File: src/rtl/monopulse_result_averager.sv
// monopulse_result_averager: boxcar average over the last 2**LOG2_WINDOW divider quotients.
module monopulse_result_averager #(
    parameter int DATA_SIZE   = 64,
    parameter int LOG2_WINDOW = 3
) (
    input  logic                   i_clock,
    input  logic                   i_reset,
    input  logic [2*DATA_SIZE-1:0] i_result,
    input  logic                   i_valid,
    input  logic                   i_clear,
    output logic [2*DATA_SIZE-1:0] o_average,
    output logic                   o_valid,
    output logic                   o_primed
);
    localparam int RES_W  = 2 * DATA_SIZE;
    localparam int WINDOW = 2 ** LOG2_WINDOW;
    localparam int ACC_W  = RES_W + LOG2_WINDOW;
    localparam logic [LOG2_WINDOW:0] WIN    = (LOG2_WINDOW + 1)'(WINDOW);
    localparam logic [LOG2_WINDOW:0] WIN_M1 = (LOG2_WINDOW + 1)'(WINDOW - 1);

    logic [RES_W-1:0]        r_buf [WINDOW];
    logic signed [ACC_W-1:0] r_acc;
    logic [LOG2_WINDOW-1:0]  r_wr_ptr;
    logic [LOG2_WINDOW:0]    r_count;
    logic signed [ACC_W-1:0] w_new, w_old, w_acc_n;
    logic                    w_full;

    // the oldest sample sits at the write pointer and leaves the sum as the new one enters
    always_comb begin
        w_new   = {{LOG2_WINDOW{i_result[RES_W-1]}}, i_result};
        w_old   = {{LOG2_WINDOW{r_buf[r_wr_ptr][RES_W-1]}}, r_buf[r_wr_ptr]};
        w_acc_n = r_acc + w_new - w_old;
        w_full  = r_count >= WIN_M1;
    end

    always_ff @(posedge i_clock or posedge i_reset) begin
        if (i_reset) begin
            for (int i = 0; i < WINDOW; i++) r_buf[i] <= '0;
            r_acc     <= '0;
            r_wr_ptr  <= '0;
            r_count   <= '0;
            o_average <= '0;
            o_valid   <= 1'b0;
            o_primed  <= 1'b0;
        end else if (i_clear) begin
            for (int i = 0; i < WINDOW; i++) r_buf[i] <= '0;
            r_acc    <= '0;
            r_wr_ptr <= '0;
            r_count  <= '0;
            o_valid  <= 1'b0;
            o_primed <= 1'b0;
        end else if (i_valid) begin
            r_buf[r_wr_ptr] <= i_result;
            r_acc           <= w_acc_n;
            r_wr_ptr        <= r_wr_ptr + 1'b1;
            r_count         <= w_full ? WIN : r_count + 1'b1;
            o_average       <= RES_W'(w_acc_n >>> LOG2_WINDOW);
            o_valid         <= w_full;
            o_primed        <= w_full;
        end else begin
            o_valid <= 1'b0;
        end
    end
endmodule
File: config.mk
export PLATFORM = sky130hd
export DESIGN_NAME = monopulse_result_averager
export DESIGN_NICKNAME = d
export VERILOG_FILES = /design/src/rtl/monopulse_result_averager.sv
export SDC_FILE = /design/constraint.sdc
export NUM_CORES = 2
export LEC_CHECK = 0
export CORE_MARGIN = 2
export CORE_UTILIZATION = 47
export CTS_BUF_LIST = sky130_fd_sc_hd__clkbuf_4 sky130_fd_sc_hd__clkbuf_8
export DETAILED_ROUTE_END_ITERATION = 8
export DONT_BUFFER_PORTS = 1
export PLACE_DENSITY = 0.66
export SLEW_MARGIN = 10
export SYNTH_ARGS = -nofsm -noshare
export SYNTH_HDL_FRONTEND = slang
export SYNTH_SLANG_ARGS = --single-unit
File: constraint.sdc
create_clock -name i_clock -period 64.6 [get_ports i_clock]
set_input_delay 3.23 -clock i_clock [delete_from_list [all_inputs] [get_ports i_clock]]
set_output_delay 3.23 -clock i_clock [all_outputs]
set_load 0.01 [all_outputs]
==> results.cfg <==
[min_path]
whs_path_depth = 2
hold_path_class = reg2reg

[clocking]
cts_tree = yes
path_clk_slew_ns = 0.07
clock-sinks = 1292
htree_levels = 4
cts-resized-gates = 0
holdBufCountCts = 0
clockBufferDepth = 3
cts_setup_buffers = 0
numCtsBuffers = 222
cts-root-buf = clkbuf_8
clk_latency_ns = 1.01

[yosys]
yosys_warnings = 0
synth_cells = 8335
synth_flop_cell = dfrtp_1
async_flop_share = 1.00
syn_nets = 8731
ys_ff_latch = 1292
syn_area_per_cell_um2 = 8.30
ys_types = 78
synthesis.area_mm2 = 0.0691
synth_edf_count = 0
yosysSeqAreaShare = 0.468

[timing]
slew-limit-headroom = -1.84
drv_slew = 689
finalSetupViolCount = 0
final.setup.tns_ns = 0
max_freq_mhz = 127
hold_viol_final = 0
period_share = 0.122
skew_ns = 0.0764
worst_pin_slew_ns = 4.26
fin_crit_ns = 7.85
fin_hold_ws_ns = 0.480
rsz0062_at_grt = no

[pwr]
p_total_mw = 3.00
power_frac_seq = 0.332
p_sw_frac = 0.421
p_clk_frac = 0.277
p_leak_nw = 32.3
internal_power_mw = 1.74
p_sw_mw = 1.26
pwr-share-comb = 0.391
vdd_ir_drop_max_v = 0.0000208
powerDensity_mw_per_mm2 = 40.3

[floorplan]
io_pins = 262
chipHeight_um = 388
rows = 140
die-area_mm2 = 0.150
dieWidth_um = 388
start_util = 0.474
coreArea_mm2 = 0.146

[place]
dp_cells = 9623
dpl.hpwl_um = 150000
place_congestion = 0.972
port_buffers = 0

[detailed_routing]
dr.pass1.iters = 9
ant_nets = 0
first_iter_violations = 7710
drc = 0
drt_wl_total_um = 253000
wl_per_cell_um = 25.3
via_count = 61078
routed_via_density = 6.09

[critical_path]
cp_slowest_cell = buf_4
arrival_ns = 8.70
worstSetupPathType = reg2reg
crit_required_ns = 65.44
cp-start-kind = flip-flop
max_stage_delay_ns = 0.85
crit_fanout = 52
ff2ff_path_depth = 20
end_kind = flip-flop
crit_top_cell = buf_4
worstPathCellList = and3_4, buf_4, buf_4, a22oi_1, nand4_1, fa_1, inv_1, ha_1, a211oi_1, o21ai_0, a221oi_1, a211oi_1, buf_4, a211oi_1, o211ai_1, a31oi_1, buf_4, o21ai_0, xnor2_1, o21ai_0

[global_routing]
grt_antenna_before_repair = 2
grt_usage = 0.332
overflow = 0
grt_pass1_vias = 59417
grt_first_pass_wirelength_um = 382000
grt_max_degree = 1059

[final_layout]
layout-drive-gt1-share = 0.0684
syn2layout_area_growth_pct = 7.82
instances_no_fill = 10022
fin_nets = 8326

[outcome]
status = finished, violations left
violations = slew limit

[run]
drv_cap = 0
==> sequential cells by signal, summed over array words and instances, names as in the netlist <==
register and cells:
r_wr_ptr 3, o_valid 1, o_average 128, r_count 4
r_acc 131, r_buf 1024, o_primed 1
==> cells in the mapped netlist (14+ instances only) <==
cell type	count	area (um^2)
buf_4	15	113
nand4_1	186	1160
o31ai_1	17	128
nand3_1	39	195
xor2_1	41	359
a221oi_1	16	140
inv_1	518	1940
mux2i_1	61	611
a21boi_0	20	150
o21a_1	30	225
and2_1	60	375
nor2_1	167	627
fa_1	130	2600
o21bai_1	47	353
buf_1	34	128
a211oi_1	14	105
a21oi_1	1271	6360
and3_1	28	175
mux2_2	16	180
o21ai_0	243	1220
a22oi_1	488	3660
nand2_1	2480	9310
a21o_1	38	285
dfrtp_1	1292	32300
xnor2_1	67	587
nor3_1	43	215
ha_1	134	1680
o211ai_1	16	120
clkbuf_1	650	2440
==> path summary, 6_finish.rpt <==
| kind | from | endpoint | slack [ns] |
|---|---|---|---|
| worst max-delay path | r_wr_ptr[1] | o_average[105] | 56.75 |
| worst min-delay path | r_acc[75] | r_acc[75] | 0.48 |
| worst max register to register | r_wr_ptr[1] | o_average[105] | 56.75 |
| worst min register to register | r_acc[75] | r_acc[75] | 0.48 |
| max in group asynchronous | i_reset | r_buf[305] | 57.99 |
| min in group asynchronous | i_reset | r_buf[647] | 2.27 |
==> through the flow <==
step	setup WS [ns]	cell area (um^2)	utilization
3_3_place_gp	56.55	69600	0.477
3_5_place_dp	56.56	69600	0.477
5_1_grt	56.57	74500	0.511
6_report	56.75	74500	0.511
2_1_floorplan	24.96	69100	-
4_1_cts	57.03	74500	0.511
==> worst max-delay path: cells and delay by family, from the launching register on <==
| kind | cells | cell delay (ns) |
|---|---|---|
| buffers and inverters | 5 | 1.93 |
| AOI/OAI and AO/OA | 10 | 3.34 |
| DFF | 1 | 0.62 |
| and+or+nand+nor | 2 | 0.76 |
| adders and majority gates | 2 | 0.74 |
| xor gates and xnor gates | 1 | 0.24 |
==> kinds of logic after synthesis <==
group	synth area share
xor gates and xnor gates	0.0137
AOI/OAI and AO/OA	0.194
buffers and inverters	0.0682
DFF	0.468
muxes	0.0114
and+or+nand+nor	0.183
adders and majority gates	0.0619
==> cell type report <==
| cell class | instances | area [um^2] |
|---|---|---|
| Fill cell | 13709 | 71400 |
| Sequential cell | 1292 | 32300 |
| Multi-Input combinational cell | 5812 | 32200 |
| Clock buffer | 349 | 4360 |
| Tap cell | 1917 | 2400 |
| Inverter | 518 | 1950 |
| Timing Repair Buffer | 84 | 681 |
| Clock inverter | 48 | 577 |
| Antenna cell | 2 | 5.00 |
==> cell usage in the layout, fill, tap and decap left out, types with 11 or more instances in the layout <==
cell type	synthesis	routed
nor3_1	43	41
o21bai_1	47	47
buf_4	15	80
nand2_1	2480	2471
o21ai_0	243	243
dfrtp_1	1292	1292
a21o_1	38	38
nor2b_1	13	13
a22oi_1	488	488
mux2_2	16	16
o31ai_1	17	17
o21a_1	30	30
inv_1	518	516
nand4_1	186	186
and2_1	60	53
xnor2_1	67	67
a21boi_0	20	20
clkbuf_8	0	278
a31oi_1	11	11
a211oi_1	14	14
nand2b_1	13	13
fa_1	130	130
a221oi_1	16	16
o211ai_1	16	16
clkinv_2	0	23
a22o_1	13	13
xor2_1	41	41
clkbuf_4	0	71
mux2i_1	61	61
nor4_1	12	12
nor2_1	167	164
nand3_1	39	39
a21oi_1	1271	1271
and3_1	28	27
ha_1	134	134
==> power by group through the flow <==
stage / Clock [mW] / Combinational [mW] / Sequential, mW
5_1_grt: 0.876 / 1.28 / 1.00
3_3_place_gp: 0 / 1.13 / 1.01
6_report: 0.831 / 1.17 / 0.998
3_5_place_dp: 0 / 1.14 / 1.01
4_1_cts: 0.838 / 1.15 / 0.994
2_1_floorplan: 0 / 0.809 / 0.963
==> routing by layer <==
layer / global-route usage / vias up / routed length [um]
met2: 0.506 / 3141 / 113000
li1: - / 26983 / -
met1: 0.461 / 30467 / 104000
met5: 0 / - / 0
met4: 0.110 / 0 / 7860
met3: 0.0859 / 487 / 27500
(Power assumes the default switching activity.)
